<file path="src/rtl/simple_pkg.sv">
// Shared types and helpers for the multi-channel feedback cell.
// The feedback-mode encoding here matches the 2-bit mode port of simple_multi_ch.
package simple_pkg;

  typedef enum logic [1:0] {
    PULSE  = 2'b00,
    TOGGLE = 2'b01,
    STICKY = 2'b10,
    CLEAR  = 2'b11
  } mode_e;

  localparam int NCH_MIN   = 1;
  localparam int NCH_MAX   = 32;
  localparam int DEPTH_MIN = 1;
  localparam int DEPTH_MAX = 8;
  localparam int PC_W      = 6;

  // Counts set bits; callers zero-extend narrower channel vectors to NCH_MAX.
  function automatic logic [PC_W-1:0] popcount(input logic [NCH_MAX-1:0] v);
    logic [PC_W-1:0] n;
    n = {PC_W{1'b0}};
    for (int i = 0; i < NCH_MAX; i++) begin
      n = n + {{(PC_W-1){1'b0}}, v[i]};
    end
    return n;
  endfunction

endpackage

</file>
<file path="src/rtl/simple_pipe_stage.sv">
// One valid/ready register stage. It loads whenever it is empty or its
// occupant is leaving, so no bubble is wasted.
module simple_pipe_stage
  import simple_pkg::*;
#(
  parameter int W = 4
) (
  input  logic         clk,
  input  logic         rst,
  input  logic         in_vld,
  input  logic [W-1:0] in_data,
  input  logic         out_rdy,
  output logic         out_vld,
  output logic [W-1:0] out_data
);

  logic         load_s;
  logic         vld_d, vld_q;
  logic [W-1:0] data_d, data_q;

  // Next-state: data only changes when a valid beat is captured.
  always_comb begin
    load_s = ~vld_q | out_rdy;
    vld_d  = vld_q;
    data_d = data_q;
    if (load_s) begin
      vld_d = in_vld;
      if (in_vld) begin
        data_d = in_data;
      end else begin
        data_d = data_q;
      end
    end else begin
      vld_d  = vld_q;
      data_d = data_q;
    end
  end

  // Stage register.
  always_ff @(posedge clk or posedge rst) begin
    if (rst) begin
      vld_q  <= 1'b0;
      data_q <= {W{1'b0}};
    end else begin
      vld_q  <= vld_d;
      data_q <= data_d;
    end
  end

  assign out_vld  = vld_q;
  assign out_data = data_q;

endmodule

</file>
<file path="src/rtl/simple_multi_ch.sv">
// Multi-channel NAND/NOR/DFF feedback cell: per-channel state bit q, selectable
// feedback mode, DEPTH-stage valid/ready output pipe and saturating rise counter.
module simple_multi_ch
  import simple_pkg::*;
#(
  parameter int NCH   = 4,
  parameter int DEPTH = 2,
  parameter int CNTW  = 8
) (
  input  logic            iccad_clk,
  input  logic            iccad_rst,
  input  logic            in_vld,
  output logic            in_rdy,
  input  logic [NCH-1:0]  inp1,
  input  logic [NCH-1:0]  inp2,
  input  logic [NCH-1:0]  en,
  input  logic [1:0]      mode,
  output logic [NCH-1:0]  out,
  output logic            out_vld,
  input  logic            out_rdy,
  input  logic            cnt_clr,
  output logic [CNTW-1:0] evt_cnt
);

  if (NCH < NCH_MIN || NCH > NCH_MAX || DEPTH < DEPTH_MIN || DEPTH > DEPTH_MAX) begin : g_param_err
    $error("simple_multi_ch: NCH or DEPTH out of range");
  end

  localparam int SUMW = CNTW + PC_W;

  mode_e                mode_s;
  logic                 acc_s;
  logic                 g_s, cand_s;
  logic [NCH-1:0]       qn_s;
  logic [NCH-1:0]       q_d, q_q;
  logic [NCH_MAX-1:0]   rise_s;
  logic [PC_W-1:0]      inc_s;
  logic [SUMW-1:0]      sum_s;
  logic [CNTW-1:0]      cnt_d, cnt_q;
  logic [DEPTH:0]       rdy_s;
  logic                 stg_vld_s  [DEPTH];
  logic [NCH-1:0]       stg_data_s [DEPTH];

  // Ready chain: a stage can take a beat if it is empty or its downstream can.
  always_comb begin
    rdy_s        = {(DEPTH+1){1'b0}};
    rdy_s[DEPTH] = out_rdy;
    for (int i = DEPTH - 1; i >= 0; i--) begin
      rdy_s[i] = ~stg_vld_s[i] | rdy_s[i+1];
    end
  end

  assign in_rdy = rdy_s[0];
  assign acc_s  = in_vld & rdy_s[0];
  assign mode_s = mode_e'(mode);

  // Per-channel next state; PULSE is the NOR(NAND(a,b),q) loop.
  always_comb begin
    qn_s   = q_q;
    g_s    = 1'b0;
    cand_s = 1'b0;
    for (int c = 0; c < NCH; c++) begin
      g_s = inp1[c] & inp2[c];
      case (mode_s)
        PULSE:   cand_s = g_s & ~q_q[c];
        TOGGLE:  cand_s = q_q[c] ^ g_s;
        STICKY:  cand_s = q_q[c] | g_s;
        CLEAR:   cand_s = 1'b0;
        default: cand_s = q_q[c];
      endcase
      if (mode_s == CLEAR) begin
        qn_s[c] = 1'b0;
      end else if (en[c]) begin
        qn_s[c] = cand_s;
      end else begin
        qn_s[c] = q_q[c];
      end
    end
  end

  // State and counter next values; clear beats any same-cycle increment.
  always_comb begin
    rise_s            = {NCH_MAX{1'b0}};
    rise_s[NCH-1:0]   = qn_s & ~q_q;
    inc_s             = popcount(rise_s);
    sum_s             = {{PC_W{1'b0}}, cnt_q} + {{CNTW{1'b0}}, inc_s};
    if (acc_s) begin
      q_d = qn_s;
    end else begin
      q_d = q_q;
    end
    if (cnt_clr) begin
      cnt_d = {CNTW{1'b0}};
    end else if (acc_s) begin
      if (sum_s > {{PC_W{1'b0}}, {CNTW{1'b1}}}) begin
        cnt_d = {CNTW{1'b1}};
      end else begin
        cnt_d = sum_s[CNTW-1:0];
      end
    end else begin
      cnt_d = cnt_q;
    end
  end

  // Channel state and event counter registers.
  always_ff @(posedge iccad_clk or posedge iccad_rst) begin
    if (iccad_rst) begin
      q_q   <= {NCH{1'b0}};
      cnt_q <= {CNTW{1'b0}};
    end else begin
      q_q   <= q_d;
      cnt_q <= cnt_d;
    end
  end

  for (genvar i = 0; i < DEPTH; i++) begin : g_stage
    if (i == 0) begin : g_first
      simple_pipe_stage #(.W(NCH)) u_stage (
        .clk      (iccad_clk),
        .rst      (iccad_rst),
        .in_vld   (acc_s),
        .in_data  (qn_s),
        .out_rdy  (rdy_s[i+1]),
        .out_vld  (stg_vld_s[i]),
        .out_data (stg_data_s[i])
      );
    end else begin : g_next
      simple_pipe_stage #(.W(NCH)) u_stage (
        .clk      (iccad_clk),
        .rst      (iccad_rst),
        .in_vld   (stg_vld_s[i-1]),
        .in_data  (stg_data_s[i-1]),
        .out_rdy  (rdy_s[i+1]),
        .out_vld  (stg_vld_s[i]),
        .out_data (stg_data_s[i])
      );
    end
  end

  assign out     = stg_data_s[DEPTH-1];
  assign out_vld = stg_vld_s[DEPTH-1];
  assign evt_cnt = cnt_q;

endmodule

</file>
<file path="config.mk">
export PLATFORM = sky130hd
export DESIGN_NAME = simple_multi_ch
export DESIGN_NICKNAME = d
export VERILOG_FILES = /design/src/rtl/simple_pkg.sv /design/src/rtl/simple_pipe_stage.sv /design/src/rtl/simple_multi_ch.sv
export SDC_FILE = /design/constraint.sdc
export NUM_CORES = 1
export LEC_CHECK = 0
export ABC_AREA = 1
export CAP_MARGIN = 15
export CORE_UTILIZATION = 40
export CTS_CLUSTER_SIZE = 10
export DETAILED_ROUTE_END_ITERATION = 7
export DONT_BUFFER_PORTS = 1
export GPL_ROUTABILITY_DRIVEN = 0
export PLACE_DENSITY = 0.64
export SLEW_MARGIN = 20
export SYNTH_ARGS = -nofsm -noshare
export SYNTH_HDL_FRONTEND = slang
export SYNTH_HIERARCHICAL = 1
export SYNTH_SLANG_ARGS = --single-unit
</file>
<file path="constraint.sdc">
create_clock -name iccad_clk -period 2.7 [get_ports iccad_clk]
set_input_delay 0.54 -clock iccad_clk [delete_from_list [all_inputs] [get_ports iccad_clk]]
set_output_delay 0.54 -clock iccad_clk [all_outputs]
set_load 0.005 [all_outputs]
</file>
==> results.ini <==
[outcome]
violations=setup timing
outcome=complete, but fails checks

[run]
drv_cap=0

[route]
wirelength_mm=3.276
route.detailed.drc=0
dr.pass1.iters=4
wire_per_inst_um=11.18
vias=1406
antenna_left=0
dr.first_iter.drc_count=69
via_per_inst=4.799

[global_route]
gr-total-overflow=0
grt_start_max_net_pins=14
grt.total_usage=0.1623
grt_pass1_vias=1222
antenna_found_initial=0
grt_first_pass_wirelength_mm=5.278

[timing]
worstMarginPinSlew_ps=499.0
setup_violations=8
rsz0062_at_grt=yes
setup_ws_ps=-179.5
fmax_mhz=347.3
report.final.slew_viol_count=0
final.period_utilization=1.066
holdWs_ps=46.14
clock_skew_ps=5.255
hold_viol_final=0
fin_crit_ps=2880
slew_headroom=0.6669

[yosys]
syn-cell-area_um2=1569
synth.top_cells.by_count=nand2_1 (93), inv_1 (32), dfrtp_1 (22), nand3_1 (22), nor2_1 (13)
synth_edf_count=0
synth.top_cell.area_share=0.3509
syn-num-nets=254
synthFlopType=dfrtp_1
synth_area_leaders=dfrtp_1 (35%), nand2_1 (22%), ha_1 (9.6%), inv_1 (7.7%), nand3_1 (7.0%)
ys_warn_count=6
synth-seq-cells=22
synth.distinct_cells=16
synthCells=220
avgSynthCellArea_um2=7.132
synth-seq-area-share=0.3509
postSynth.asyncResetShare=1.000
synth.most_common_cell=nand2_1
yosys.area.top_type=dfrtp_1

[placed_design]
portBuffers=0
dpl.hpwl_mm=2.393
place_area_um2=1753

[final_layout]
fill_cells=369
finalNetCount=280
drive_gt1_frac=0.2612
final_area_um2=1958
syn2layout_area_growth_pct=24.80
num_antenna_cells=0

[cts]
clock-sinks=22
clk_pin_slew_ps=90
root_buffer=clkbuf_8
cts_tree=built
numCtsBuffers=3
clk_latency_ps=260
cts_max_level=1
cts_max_path_buffers=2

[pwr]
p_int_mw=0.7494
comb_power_share=0.319
netSwitchingPower_mw=0.3628
seqPwrFrac=0.401
power_mw=1.112
p_sw_frac=0.3262
p_clk_frac=0.280
p_leak_nw=1.133
vdd_drop_max_v=0.0004013
power_density_nw_per_um2=568.0

[worst_setup_path]
crit_type=reg -> reg
cp-end-kind=register
cp-startpoint=q_q[0]$_DFFE_PP0P_
r2r_start=q_q[0]$_DFFE_PP0P_
crit_path_start_kind=register
critPathRequiredTime_ps=2910
crit_fanout=6
crit_arrival_ps=3090

[floorplan]
die_area_um2=4177
row_count=22
start_util=0.4222
die_h_um=64.63
chipWidth_um=64.63
io_pins=33
core_area_um2=3716

[min_path]
hp-class=in -> async

==> final timing paths <==
kind                                                                      end  slack (ps)  depth (start not counted)
hold / removal              g_stage[1].g_next.u_stage/out_data[1]$_DFFE_PP0P_          50                          1
setup reg to reg                                       evt_cnt[5]$_DFFE_PP0P_        -180                         19
hold reg to reg            g_stage[0].g_first.u_stage/out_data[2]$_DFFE_PP0P_         490                          2
max in group asynchronous                              evt_cnt[7]$_DFFE_PP0P_        2180                          1
setup / recovery                                       evt_cnt[5]$_DFFE_PP0P_        -180                         19
min in group iccad_clk                                 evt_cnt[5]$_DFFE_PP0P_         430                          3
==> power by group through the flow <==
stage          logic, mW  registers [mW]  clock network (mW)
6_report           0.355           0.446               0.311
5_1_grt            0.405           0.455               0.327
4_1_cts            0.325           0.447               0.318
3_5_place_dp       0.303           0.453                   0
3_3_place_gp       0.300           0.451                   0
2_1_floorplan      0.217           0.440                   0
==> routing by layer <==
layer | track usage | wire length, µm
met1 | 0.2109 | 1404
met2 | 0.2789 | 1643
met3 | 0.04225 | 217
met4 | 0.01667 | 10
met5 | 0 | 0
==> cells by family after synthesis <==
kind of cell / count (synthesis) / synth area share
compound gates: 6 / 0.02233
xor+xnor: 1 / 0.005583
fa+ha+maj: 15 / 0.1340
buf+inv: 36 / 0.08772
flops: 22 / 0.3509
simple gates: 140 / 0.3995
==> placed cells by master (no fill, tap or decap), drive strengths merged <==
master | Yosys | routed
a21oi | 4 | 4
nor2 | 16 | 16
ha | 12 | 12
inv | 36 | 36
bufinv | 0 | 1
dfrtp | 22 | 22
buf | 0 | 21
clkbuf | 0 | 3
xnor2 | 1 | 1
fa | 3 | 3
nand3 | 23 | 23
nand2 | 101 | 101
o21bai | 2 | 2
==> layout make-up <==
cell class              instances  area (µm²)  share of cell area
flip-flops and latches         22       550.5              0.2811
well taps                      48       60.06             0.03067
multi-input cells             162       975.9              0.4984
repair buffers                 21       157.7             0.08051
inverters                      36       142.6             0.07284
clock inverters                 1       30.03             0.01534
clock buffers                   3       41.29             0.02109
==> sequential cells by signal, indices dropped and copies added, names as in the netlist <==
register	cells
g_stage.g_next.u_stage/out_vld	1
q_q	4
evt_cnt	8
g_stage.g_next.u_stage/out_data	4
g_stage.g_first.u_stage/out_data	4
g_stage.g_first.u_stage/out_vld	1
==> worst max-delay path, stage by stage, from the launching register on <==
cell and delay [ps]:
dfrtp_1 380, inv_2 70, ha_4 260, nand2_2 50, nand3_2 80, nand2_2 60, a21oi_2 160, nand2_1 80
fa_1 460, fa_2 350, inv_2 80, fa_2 200, nand2_2 70, inv_2 70, nand2_4 60, nor2_4 130
nand2_4 80, nand2_1 70, nand2_1 50, nand2_1 60
==> repair_timing <==
action,4_1_cts,5_1_grt
gates resized for setup,4,14
buffers inserted,4,4
endpoints found under the hold margin,0,0
endpoints found under the setup margin,8,8
pin swaps,8,12
hold buffers,0,0
==> metrics by stage <==
| step | util | setup WS [ps] | setup TNS (ps) | cells |
|---|---|---|---|---|
| after floorplan | - | -246.3 | -1809 | 220 |
| after global placement | 0.4717 | -366.9 | -2782 | 281 |
| after detailed placement | 0.4717 | -419.8 | -3271 | 281 |
| after CTS | 0.5034 | -155.7 | -1120 | 289 |
| after global routing | 0.5269 | -299.0 | -2226 | 293 |
| final | 0.5269 | -179.5 | -1227 | 293 |
(Power assumes the default switching activity.)
